**src/rtl/imem_fetch_ctrl.sv**
```systemverilog
// -----------------------------------------------------------------------------
// imem_fetch_ctrl
//
// Instruction fetch sequencer sitting between the PC logic and a registered
// (1-cycle read latency) instruction memory. Issues word-aligned reads, keeps
// at most one read in flight, buffers returned words with their PCs in a small
// circular fetch queue and presents the queue head to decode over valid/ready.
// Redirects flush the queue and squash the in-flight read. Fetching stops once
// an EBREAK word has been pushed, until the next redirect.
//
// Parameters:
//   RESET_PC  first fetch address after reset
//   FQ_DEPTH  fetch queue entries (power of two, >= 2)
//
// Ports:
//   clk             clock, rising edge
//   rst             synchronous active-high reset
//   mem_req         read request to instruction memory this cycle
//   mem_addr        byte address of the request (always word aligned)
//   mem_rdata       read data, valid the cycle after mem_req
//   out_valid       queue head holds a valid instruction
//   out_instr       instruction at queue head
//   out_pc          PC of instruction at queue head
//   out_ready       decode accepts the head this cycle
//   redirect_valid  branch/jump redirect request
//   redirect_pc     redirect target (bits [1:0] ignored)
//   halted          EBREAK fetched, no further requests
//
// Build option:
//   FETCH_TRACE_EN  when defined, prints every accepted instruction and every
//                   redirect. Functional behaviour is identical either way.
// -----------------------------------------------------------------------------
module imem_fetch_ctrl #(
  parameter logic [31:0] RESET_PC = 32'h0000_0000,
  parameter int          FQ_DEPTH = 2
) (
  input  logic        clk,
  input  logic        rst,
  output logic        mem_req,
  output logic [31:0] mem_addr,
  input  logic [31:0] mem_rdata,
  output logic        out_valid,
  output logic [31:0] out_instr,
  output logic [31:0] out_pc,
  input  logic        out_ready,
  input  logic        redirect_valid,
  input  logic [31:0] redirect_pc,
  output logic        halted
);

  localparam int              PTR_W   = $clog2(FQ_DEPTH);
  localparam int              CNT_W   = PTR_W + 1;
  localparam logic [CNT_W:0]  DEPTH_V = (CNT_W + 1)'(FQ_DEPTH);
  localparam logic [31:0]     EBREAK  = 32'h0010_0073;

  typedef enum logic [1:0] {
    S_BOOT   = 2'd0,
    S_RUN    = 2'd1,
    S_HALTED = 2'd2
  } state_t;

  state_t             r_state;
  logic [31:0]        r_fetch_pc;
  logic [31:0]        r_infl_pc;
  logic               r_inflight;
  logic               r_halted;
  logic [CNT_W-1:0]   r_count;
  logic [PTR_W-1:0]   r_head;
  logic [PTR_W-1:0]   r_tail;
  logic [31:0]        r_q_instr [FQ_DEPTH];
  logic [31:0]        r_q_pc    [FQ_DEPTH];

  logic               w_pop;
  logic               w_push;
  logic               w_issue;
  logic               w_ebreak;
  logic [CNT_W:0]     w_occ;

  assign w_pop = out_valid & out_ready;

  // Occupancy the queue will see once the in-flight word lands and this
  // cycle's pop retires; a new request only goes out if it still fits.
  always_comb begin
    w_occ = {1'b0, r_count}
          + {{CNT_W{1'b0}}, r_inflight}
          - {{CNT_W{1'b0}}, w_pop};
  end

  assign w_issue  = (r_state == S_RUN) && !redirect_valid && (w_occ < DEPTH_V);
  // A redirect squashes the word returning this cycle.
  assign w_push   = r_inflight && !redirect_valid;
  assign w_ebreak = w_push && (mem_rdata == EBREAK);

  assign mem_req   = w_issue;
  assign mem_addr  = r_fetch_pc;
  assign out_valid = (r_count != '0);
  assign out_instr = r_q_instr[r_head];
  assign out_pc    = r_q_pc[r_head];
  assign halted    = r_halted;

  // Control state: FSM, fetch PC, in-flight tracking, queue pointers/count.
  always_ff @(posedge clk) begin
    if (rst) begin
      r_state    <= S_BOOT;
      r_fetch_pc <= RESET_PC;
      r_infl_pc  <= RESET_PC;
      r_inflight <= 1'b0;
      r_halted   <= 1'b0;
      r_count    <= '0;
      r_head     <= '0;
      r_tail     <= '0;
    end else begin
      case (r_state)
        S_BOOT: begin
          // Redirects are ignored here; nothing is fetched yet.
          r_state <= S_RUN;
        end
        default: begin
          if (redirect_valid) begin
            r_state    <= S_RUN;
            r_halted   <= 1'b0;
            r_fetch_pc <= redirect_pc & ~32'h3;
            r_inflight <= 1'b0;
            r_count    <= '0;
            // Tail snaps to head so out_instr/out_pc keep showing the
            // last head while the queue is empty.
            r_tail     <= r_head;
          end else begin
            if (w_pop)  r_head <= r_head + PTR_W'(1);
            if (w_push) r_tail <= r_tail + PTR_W'(1);
            case ({w_push, w_pop})
              2'b10:   r_count <= r_count + CNT_W'(1);
              2'b01:   r_count <= r_count - CNT_W'(1);
              default: r_count <= r_count;
            endcase
            // A request issued alongside the EBREAK push is squashed.
            r_inflight <= w_issue & ~w_ebreak;
            if (w_issue) begin
              r_fetch_pc <= r_fetch_pc + 32'd4;
              r_infl_pc  <= r_fetch_pc;
            end
            if (w_ebreak) begin
              r_state  <= S_HALTED;
              r_halted <= 1'b1;
            end
          end
        end
      endcase
    end
  end

  // Queue storage: data only, validity is carried by r_count.
  always_ff @(posedge clk) begin
    if (w_push) begin
      r_q_instr[r_tail] <= mem_rdata;
      r_q_pc[r_tail]    <= r_infl_pc;
    end
  end

`ifdef FETCH_TRACE_EN
  always_ff @(posedge clk) begin
    if (!rst) begin
      if (w_pop)
        $display("Instruction Fetch: PC = %0d, Instruction = %h", out_pc, out_instr);
      if (redirect_valid && (r_state != S_BOOT))
        $display("Fetch redirect -> %h", redirect_pc & ~32'h3);
    end
  end
`else
  // Default build: no trace output.
`endif

endmodule

```
**config.mk**
```make
export PLATFORM = sky130hd
export DESIGN_NAME = imem_fetch_ctrl
export DESIGN_NICKNAME = d
export VERILOG_FILES = /design/src/rtl/imem_fetch_ctrl.sv
export SDC_FILE = /design/constraint.sdc
export NUM_CORES = 1
export LEC_CHECK = 0
export CAP_MARGIN = 10
export CORE_ASPECT_RATIO = 1.25
export CORE_MARGIN = 2
export CORE_UTILIZATION = 45
export DETAILED_ROUTE_END_ITERATION = 10
export PLACE_DENSITY = 0.79
export SYNTH_ARGS = -nofsm -noshare
export SYNTH_HDL_FRONTEND = slang
export SYNTH_SLANG_ARGS = --single-unit
```
**constraint.sdc**
```tcl
create_clock -name clk -period 7.6 [get_ports clk]
set_clock_uncertainty 0.1 [all_clocks]
set_input_delay 1.9 -clock clk [delete_from_list [all_inputs] [get_ports clk]]
set_output_delay 1.9 -clock clk [all_outputs]
set_load 0.05 [all_outputs]
```
Word-level counts from Yosys, hierarchy flattened

Memories as Yosys holds them, arrays and structs flattened. A register that Yosys moved wholly into a read port is not among the register bits.
Cells that the tools add are included.

Register bits after elaboration: 72
RAM bits: 128
Input port bits: 68
Word-level logic and storage cells: 65
Memories: 2

Add/sub/neg operators: 7
Magnitude comparators: 1
Equal/unequal tests: 4
Mux-type cells: 18
Bitwise operators: 5
Reductions and logical operators: 19

Memories:

| name      | words | width | rd ports | clocked after memory_dff | wr ports | line | source |
|---|---|---|---|---|---|---|---|
| r_q_instr | 2     | 32    | 1        | 1                        | 1        | 70   | `logic [31:0] r_q_instr [FQ_DEPTH];` |
| r_q_pc    | 2     | 32    | 1        | 1                        | 1        | 71   | `logic [31:0] r_q_pc [FQ_DEPTH];` |

Operators by type and width:

| kind                                                  | number |
|---|---|
| 2-to-1 mux 32 bit                                     | 2 |
| adder 32 x 3 -> 32 bit, second input constant         | 1 |
| equality test 32 x 21 -> 1 bit, second input constant | 1 |
| 2-to-1 mux 1 bit                                      | 14 |
| AND reduction 2 bit                                   | 4 |
| nonzero test 2 bit                                    | 4 |
| AND reduction 3 bit                                   | 2 |
| nonzero test 3 bit                                    | 2 |
| equality test 2 x 1 -> 1 bit, second input constant   | 2 |
| logical AND 1 bit                                     | 4 |
| case mux 2 bit (2 select lines)                       | 1 |
| adder 2 x 1 -> 3 bit                                  | 1 |
| < comparator 3 x 2 -> 1 bit, second input constant    | 1 |
| inverter 1 bit                                        | 3 |
| OR reduction 3 bit                                    | 1 |
| subtractor 3 x 1 -> 3 bit                             | 1 |
| adder 1 bit, second input constant                    | 2 |
| adder 2 x 1 -> 2 bit, second input constant           | 1 |
| AND 1 bit                                             | 2 |
| equality test 2 bit, second input constant            | 1 |
| logical NOT 2 bit                                     | 1 |
| 2-to-1 mux 2 bit                                      | 1 |
| subtractor 2 x 1 -> 2 bit, second input constant      | 1 |
| logical NOT 1 bit                                     | 1 |

Depth between registers and ports, before layout

Gate-level depths: netlist (run 1).

Word-level depth: 7
Mapped depth: 12

Worst setup path before layout (run 1)

Ideal clock, no wire load.

Path type: in2out
Start: input port out_ready
End: output port mem_req
Data arrival time: 3.659 ns
Required time: 5.600 ns
Setup slack: 1.941 ns
Stages on the path: 8
Cell sequence: nand2_1 -> nor2_1 -> o21ai_0 -> fa_1 -> nor2b_1 -> nand4_1 -> inv_1 -> buf_2

Word-level cells in the longest chain between the ends: 4

Ends and longest elaborated chain:

| element                     | line | source |
|---|---|---|
| from (decl)                 | 45   | `input logic out_ready,` |
| AND 1 bit                   | 79   | `assign w_pop = out_valid & out_ready;` |
| subtractor 3 x 1 -> 3 bit   | 86   | `- {{CNT_W{1'b0}}, w_pop};` |
| < comparator 3 x 2 -> 1 bit | 89   | `assign w_issue = (r_state == S_RUN) && !redirect_valid && (w_occ < DEPTH_V);` |
| logical AND 1 bit           | 89   |  |
| to (decl)                   | 39   | `output logic mem_req,` |

No other way between the ends.

Worst setup path in the final report (run 1)

Ends and elaborated chain as after synthesis.

==> results of run 1 <==
==> logic make-up after synthesis <==
family | count (synthesis)
AOI/OAI and AO/OA | 134
adders and majority gates | 2
and+or+nand+nor | 213
other | 1
DFF | 193
buffers and inverters | 56
xor gates and xnor gates | 3
muxes | 67
==> worst min-delay path by stage <==
stage | to | slack, ns | cells after the start
4_1_cts | r_q_pc[0][13] | 0.36 | 0
5_1_grt | r_q_pc[0][2] | 0.37 | 0
6_report | r_q_pc[0][7] | 0.35 | 0
3_3_place_gp | r_q_pc[0][13] | 0.33 | 0
3_5_place_dp | r_q_pc[1][13] | 0.34 | 0
2_1_floorplan | r_q_pc[0][10] | 0.33 | 0
==> routing by layer <==
layer  up-vias  wire [um]
li1       2773          -
met1      2737       7610
met2       214       9180
met3        25       1550
met4         0        381
met5         -          0
==> synthesized netlist by cell type (9+ instances only) <==
cell type	number
o21ai_0	24
nor3_1	9
mux2_2	62
a21oi_1	57
nand2_1	93
a31oi_1	10
edfxtp_1	124
dfxtp_1	69
nand3_1	16
and3_1	11
clkbuf_1	30
nor2_1	31
buf_2	10
nand4_1	11
==> through the flow <==
step | instance area, um^2 | cells
2_1_floorplan | 8070 | 672
3_3_place_gp | 9800 | 1014
3_5_place_dp | 9800 | 1014
4_1_cts | 10300 | 1046
5_1_grt | 10300 | 1046
6_report | 10300 | 1046
==> worst register-to-register path: stages (launching register included) <==
cell and delay [ns]:
dfxtp_1 0.55, nand2_1 0.09, nor2_1 0.17, o21ai_0 0.14, fa_1 0.49, nor2b_1 0.20, a21oi_2 0.09, or2_1 0.56
or4_1 0.59, a31oi_1 0.16
==> power by group through the flow <==
stage | clock network [W] | registers (W) | logic [W]
floorplan | 0 | 0.00122 | 0.000131
global placement | 0 | 0.00119 | 0.000259
detailed placement | 0 | 0.00119 | 0.000262
CTS | 0.000842 | 0.00117 | 0.000264
global route | 0.000886 | 0.00117 | 0.000279
finish | 0.000828 | 0.00117 | 0.000263
==> sequential cells by signal, summed over array words and instances (netlist names), named ones only <==
signal      count
r_tail          1
r_head          1
halted          1
r_inflight      1
r_q_instr      64
r_q_pc         60
mem_addr       30
r_infl_pc      30
r_state         2
r_count         2
==> cell type report <==
class	count	area [um^2]
fillers	1428	7160
inverters	6	22.5
flip-flops and latches	193	5110
multi-input cells	423	2720
clock inverters	12	80.1
clock buffers	20	468
repair buffers	168	1670
well taps	224	280
==> results.yml, run 1 <==
outcome:
  status: "completed"
synth:
  synth_compound_area_share_pct: 10.3
  synthArstFlopShare_pct: 0
  synth_seq_area_share_pct: 63.4
  ys.flop_type: "edfxtp_1"
  avgSynthCellArea_um2: 12.0
  synth.top_cell.area_share_pct: 46.2
  synth-simple-area-share_pct: 13.0
  synth_cell_type_count: 61
  netlist_top_cells_area: "edfxtp_1, dfxtp_1, mux2_2"
  synth_adder_area_share_pct: 0.404
  synth.mux.area_fraction_pct: 9.29
  synth-xor-area-share_pct: 0.419
  synth_top_family_by_area: "simple AND/OR/NAND/NOR gates"
  syn_inst: 669
  synth-seq-cells: 193
  synth_edf_count: 124
  yosysWarnings: 0
  synth_top_area_cell: "edfxtp_1"
  syn_area_um2: 8060
global_route:
  grtUsageMet1_pct: 24.9
  grt_pass1_vias: 5562
  grtUsageMet3_pct: 5.34
  grt_max_degree: 67
  use_met2_pct: 32.5
  grt_pass1_wl_mm: 28.9
  grt_busiest_layer: "met2"
  grt_usage_pct: 19.8
  grt_antenna_before_repair: 0
  grt_overflow: 0
clock_tree:
  clkTransAtPathRegs_ns: 0.07
  post_cts_buffers: 0
  hold_buffers: 0
  htree_levels: 4
  cts_buffers: 17
  cts_resized: 0
  cts.sinks: 193
  root_buffer: "clkbuf_16"
  clock_latency_ns: 0.43
  clockBufferDepth: 2
  tritoncts: "done"
layout:
  nNetsFinal: 879
  area_growth_pct: 28.4
  final_util_pct: 59.1
  drive_gt1_share_pct: 13.6
  final_common_cell: "clkdlybuf4s50_1"
  diodes: 0
  final_cell_mix: "clkdlybuf4s50_1, edfxtp_1, nand2_1, dfxtp_1, mux2_2"
power:
  swShare_pct: 25.5
  p_per_area_nw_per_um2: 218
  ir_drop_uv: 161
  p_int_w: 0.00168
  pwr-share-clk_pct: 36.6
  pwr-share-comb_pct: 11.6
  total_power_w: 0.00226
  power_frac_seq_pct: 51.7
  p_sw_w: 0.000576
  leakagePower_nw: 3.40
critical_path:
  worstReg2RegStart: "r_count[1]"
  cp-startpoint: "out_ready"
  path_cells: "clkdlybuf4s50_1 -> nand2_1 -> nor2_1 -> o21ai_0 -> fa_1 -> nor2b_1 -> nand4_1 -> inv_1 -> buf_12"
  critical-path-top-delay-family: "buffers and inverters"
  required_ns: 5.60
  reg2reg_slack_ns: 4.39
  slowest_stage: "clkdlybuf4s50_1"
  crit_end: "mem_req"
  slowest_delay_ns: 0.55
  critPathCaptureType: "primary output"
  worst-path-buf-inv: 3
  worst-endpoint-arrival_ns: 4.11
  cp_num_cells: 9
  crit_fanout: 5
  rr_worst_depth: 9
  worstSetupPathType: "primary input to primary output"
  start_kind: "primary input"
  reg2reg_to: "mem_addr[27]"
floorplan:
  die-area_um2: 19000
  die_h_um: 154
  core_area_um2: 17500
  fp.dieW_um: 124
  ios: 167
  row_count: 54
  initial_core_util_pct: 46.0
placed_design:
  io_buffer_count: 160
  gp_congestion: 0.833
  dp.final_hpwl_mm: 12.4
  dp_slack_ns: 1.46
sta:
  fmaxAchievable_mhz: 164
  slew_violations: 0
  hold_ws_ns: 0.354
  setup_tns_ns: 0
  max_slew_margin_pct: 25.1
  fin_crit_sh_pct: 80.4
  final_period_minus_worst_setup_slack_ns: 6.11
  finalSetupViolCount: 0
  rsz0062_at_grt: "false"
  worst_pin_slew_ns: 1.12
  timing.final.hold_violations: 0
  setup_ws_ns: 1.49
route:
  route.vias.total: 5749
  drc: 0
  routed_wl_mm: 18.7
  first_pass_iters: 5
  routed_via_density: 5.50
  ant_nets: 0
  drtIter0Drc: 405
  wl_per_cell_um: 17.9
worst_hold_path:
  min_from: "r_infl_pc[7]"
  holdCritPathClass: "flip-flop to flip-flop"
run:
  cap_violations: 0
No activity file was read; power rests on OpenSTA's default activity.
==> run 2, diff against run 1 <==
--- a/config.mk
+++ b/config.mk
@@ -10,7 +10,7 @@
 export CORE_MARGIN = 2
 export CORE_UTILIZATION = 45
 export DETAILED_ROUTE_END_ITERATION = 10
-export PLACE_DENSITY = 0.79
+export PLACE_DENSITY = 0.81
 export SYNTH_ARGS = -nofsm -noshare
 export SYNTH_HDL_FRONTEND = slang
 export SYNTH_SLANG_ARGS = --single-unit
==> constraint.sdc (replaced) <==
create_clock -name clk -period 5.15 [get_ports clk]
set_clock_uncertainty 0.1 [all_clocks]
set_input_delay 1.2875 -clock clk [delete_from_list [all_inputs] [get_ports clk]]
set_output_delay 1.2875 -clock clk [all_outputs]
set_load 0.05 [all_outputs]
==> results.yml, run 2 (synthesized netlist as in run 1, its figures left out) <==
critical_path:
  start_kind: "primary input"
  crit_fanout: 5
  required_ns: 3.76
  worstSetupPathType: "primary input to primary output"
  rr_worst_depth: 9
  reg2reg_slack_ns: 1.91
  critPathCaptureType: "primary output"
  worst-endpoint-arrival_ns: 3.49
outcome:
  status: "completed"
sta:
  max_slew_margin_pct: 39.9
  slew_violations: 0
  timing.final.hold_violations: 0
  worst_pin_slew_ns: 0.898
  setup_tns_ns: 0
  final_period_minus_worst_setup_slack_ns: 4.87
  finalSetupViolCount: 0
  setup_ws_ns: 0.277
  rsz0062_at_grt: "false"
  fin_crit_sh_pct: 94.6
  fmaxAchievable_mhz: 205
layout:
  largest_reg_flops: 64
  final_common_cell: "clkdlybuf4s50_1"
  regMostFlops: "r_q_instr"
  seqCellArea_um2: 5110
  final_util_pct: 59.5
  drive_gt1_share_pct: 13.9
  final_cell_mix: "clkdlybuf4s50_1, edfxtp_1, nand2_1, dfxtp_1, mux2_2"
  top_regs: "r_q_instr x64, r_q_pc x60"
  nNetsFinal: 880
  diodes: 0
  area_growth_pct: 29.2
  multi_input_comb_area_um2: 2720
  stdcell_count: 1047
  fill_cells: 1447
floorplan:
  die-area_um2: 19000
  die_h_um: 154
  row_count: 54
  core_area_um2: 17500
  fp.dieW_um: 124
  initial_core_util_pct: 46.0
  ios: 167
placed_design:
  dp_slack_ns: 0.262
  io_buffer_count: 160
  gp_congestion: 0.856
  dp.cells: 1015
  dp.final_hpwl_mm: 12.5
clock_tree:
  clockBufferDepth: 2
  post_cts_buffers: 0
  root_buffer: "clkbuf_16"
  cts.sinks: 193
  hold_buffers: 0
  clock_latency_ns: 0.42
  htree_levels: 4
  cts_resized: 0
  cts_buffers: 17
  tritoncts: "done"
  clkTransAtPathRegs_ns: 0.07
global_route:
  use_met2_pct: 32.9
  grt_busiest_layer: "met2"
  grtUsageMet3_pct: 5.42
  grt_usage_pct: 20.0
  grt_overflow: 0
  grt_max_degree: 55
  grt_antenna_before_repair: 0
  grt_pass1_vias: 5654
  grtUsageMet1_pct: 25.0
  grt_pass1_wl_mm: 29.5
power:
  ir_drop_uv: 202
  p_per_area_nw_per_um2: 326
  leakagePower_nw: 3.42
  total_power_w: 0.00339
run:
  cap_violations: 0
route:
  ant_nets: 0
  route.vias.total: 5898
  routed_wl_mm: 18.8
  wl_per_cell_um: 17.9
  routed_via_density: 5.63
  drc: 0
  first_pass_iters: 5
  drtIter0Drc: 433
worst_hold_path:
  holdPathStages: 0
  holdCritPathClass: "flip-flop to flip-flop"
-- run 2: cell count changes in the layout (fill, tap and decap cells not counted), sizes merged --
cell	change
clkbuf	-3
inv	+2
buf	+1
bufinv	+1
clkinv	+1
clkinvlp	-1
-- run 2: power breakdown --
part | total (W) | switching [W] | internal, W
sequential | 0.00173 | 0.0000490 | 0.00168
combinational | 0.000389 | 0.000241 | 0.000148
clock | 0.00127 | 0.000594 | 0.000680
-- run 2: metal layers --
metal  routed length (um)  share of wire (%)  vias to the layer above
li1                     -                  -                     2777
met1                 7380                 39                     2818
met2                 9290                 49                      274
met3                 1670                8.9                       29
met4                  426                2.3                        0
met5                    0                  0                        -
-- run 2: worst paths after layout --
check | from | to
setup / recovery | out_ready | mem_req
hold reg to reg | r_infl_pc[22] | r_q_pc[1][22]
hold / removal | r_infl_pc[22] | r_q_pc[1][22]
setup reg to reg | r_count[1] | mem_addr[27]
-- run 2: through the flow --
stage	cell area (um^2)	hold WS, ns
global route	10400	0.363
finish	10400	0.355
detailed placement	9840	0.339
floorplan	8070	0.325
CTS	10400	0.354
global placement	9840	0.331
-- run 2: cell type report --
type,count,share of cell area [%]
Inverter,6,0.216
Multi-Input combinational cell,423,26.1
Tap cell,224,2.69
Timing Repair Buffer,169,16.4
Clock buffer,17,4.09
Clock inverter,15,1.41
Sequential cell,193,49.0
-- run 2: critical path, cell delays in order --
cell and delay [ns]:
clkdlybuf4s50_1 0.54, nand2_1 0.07, nor2_1 0.17, o21ai_0 0.14, fa_1 0.50, nor2b_1 0.20, nand4_1 0.17, inv_1 0.23
buf_12 0.17
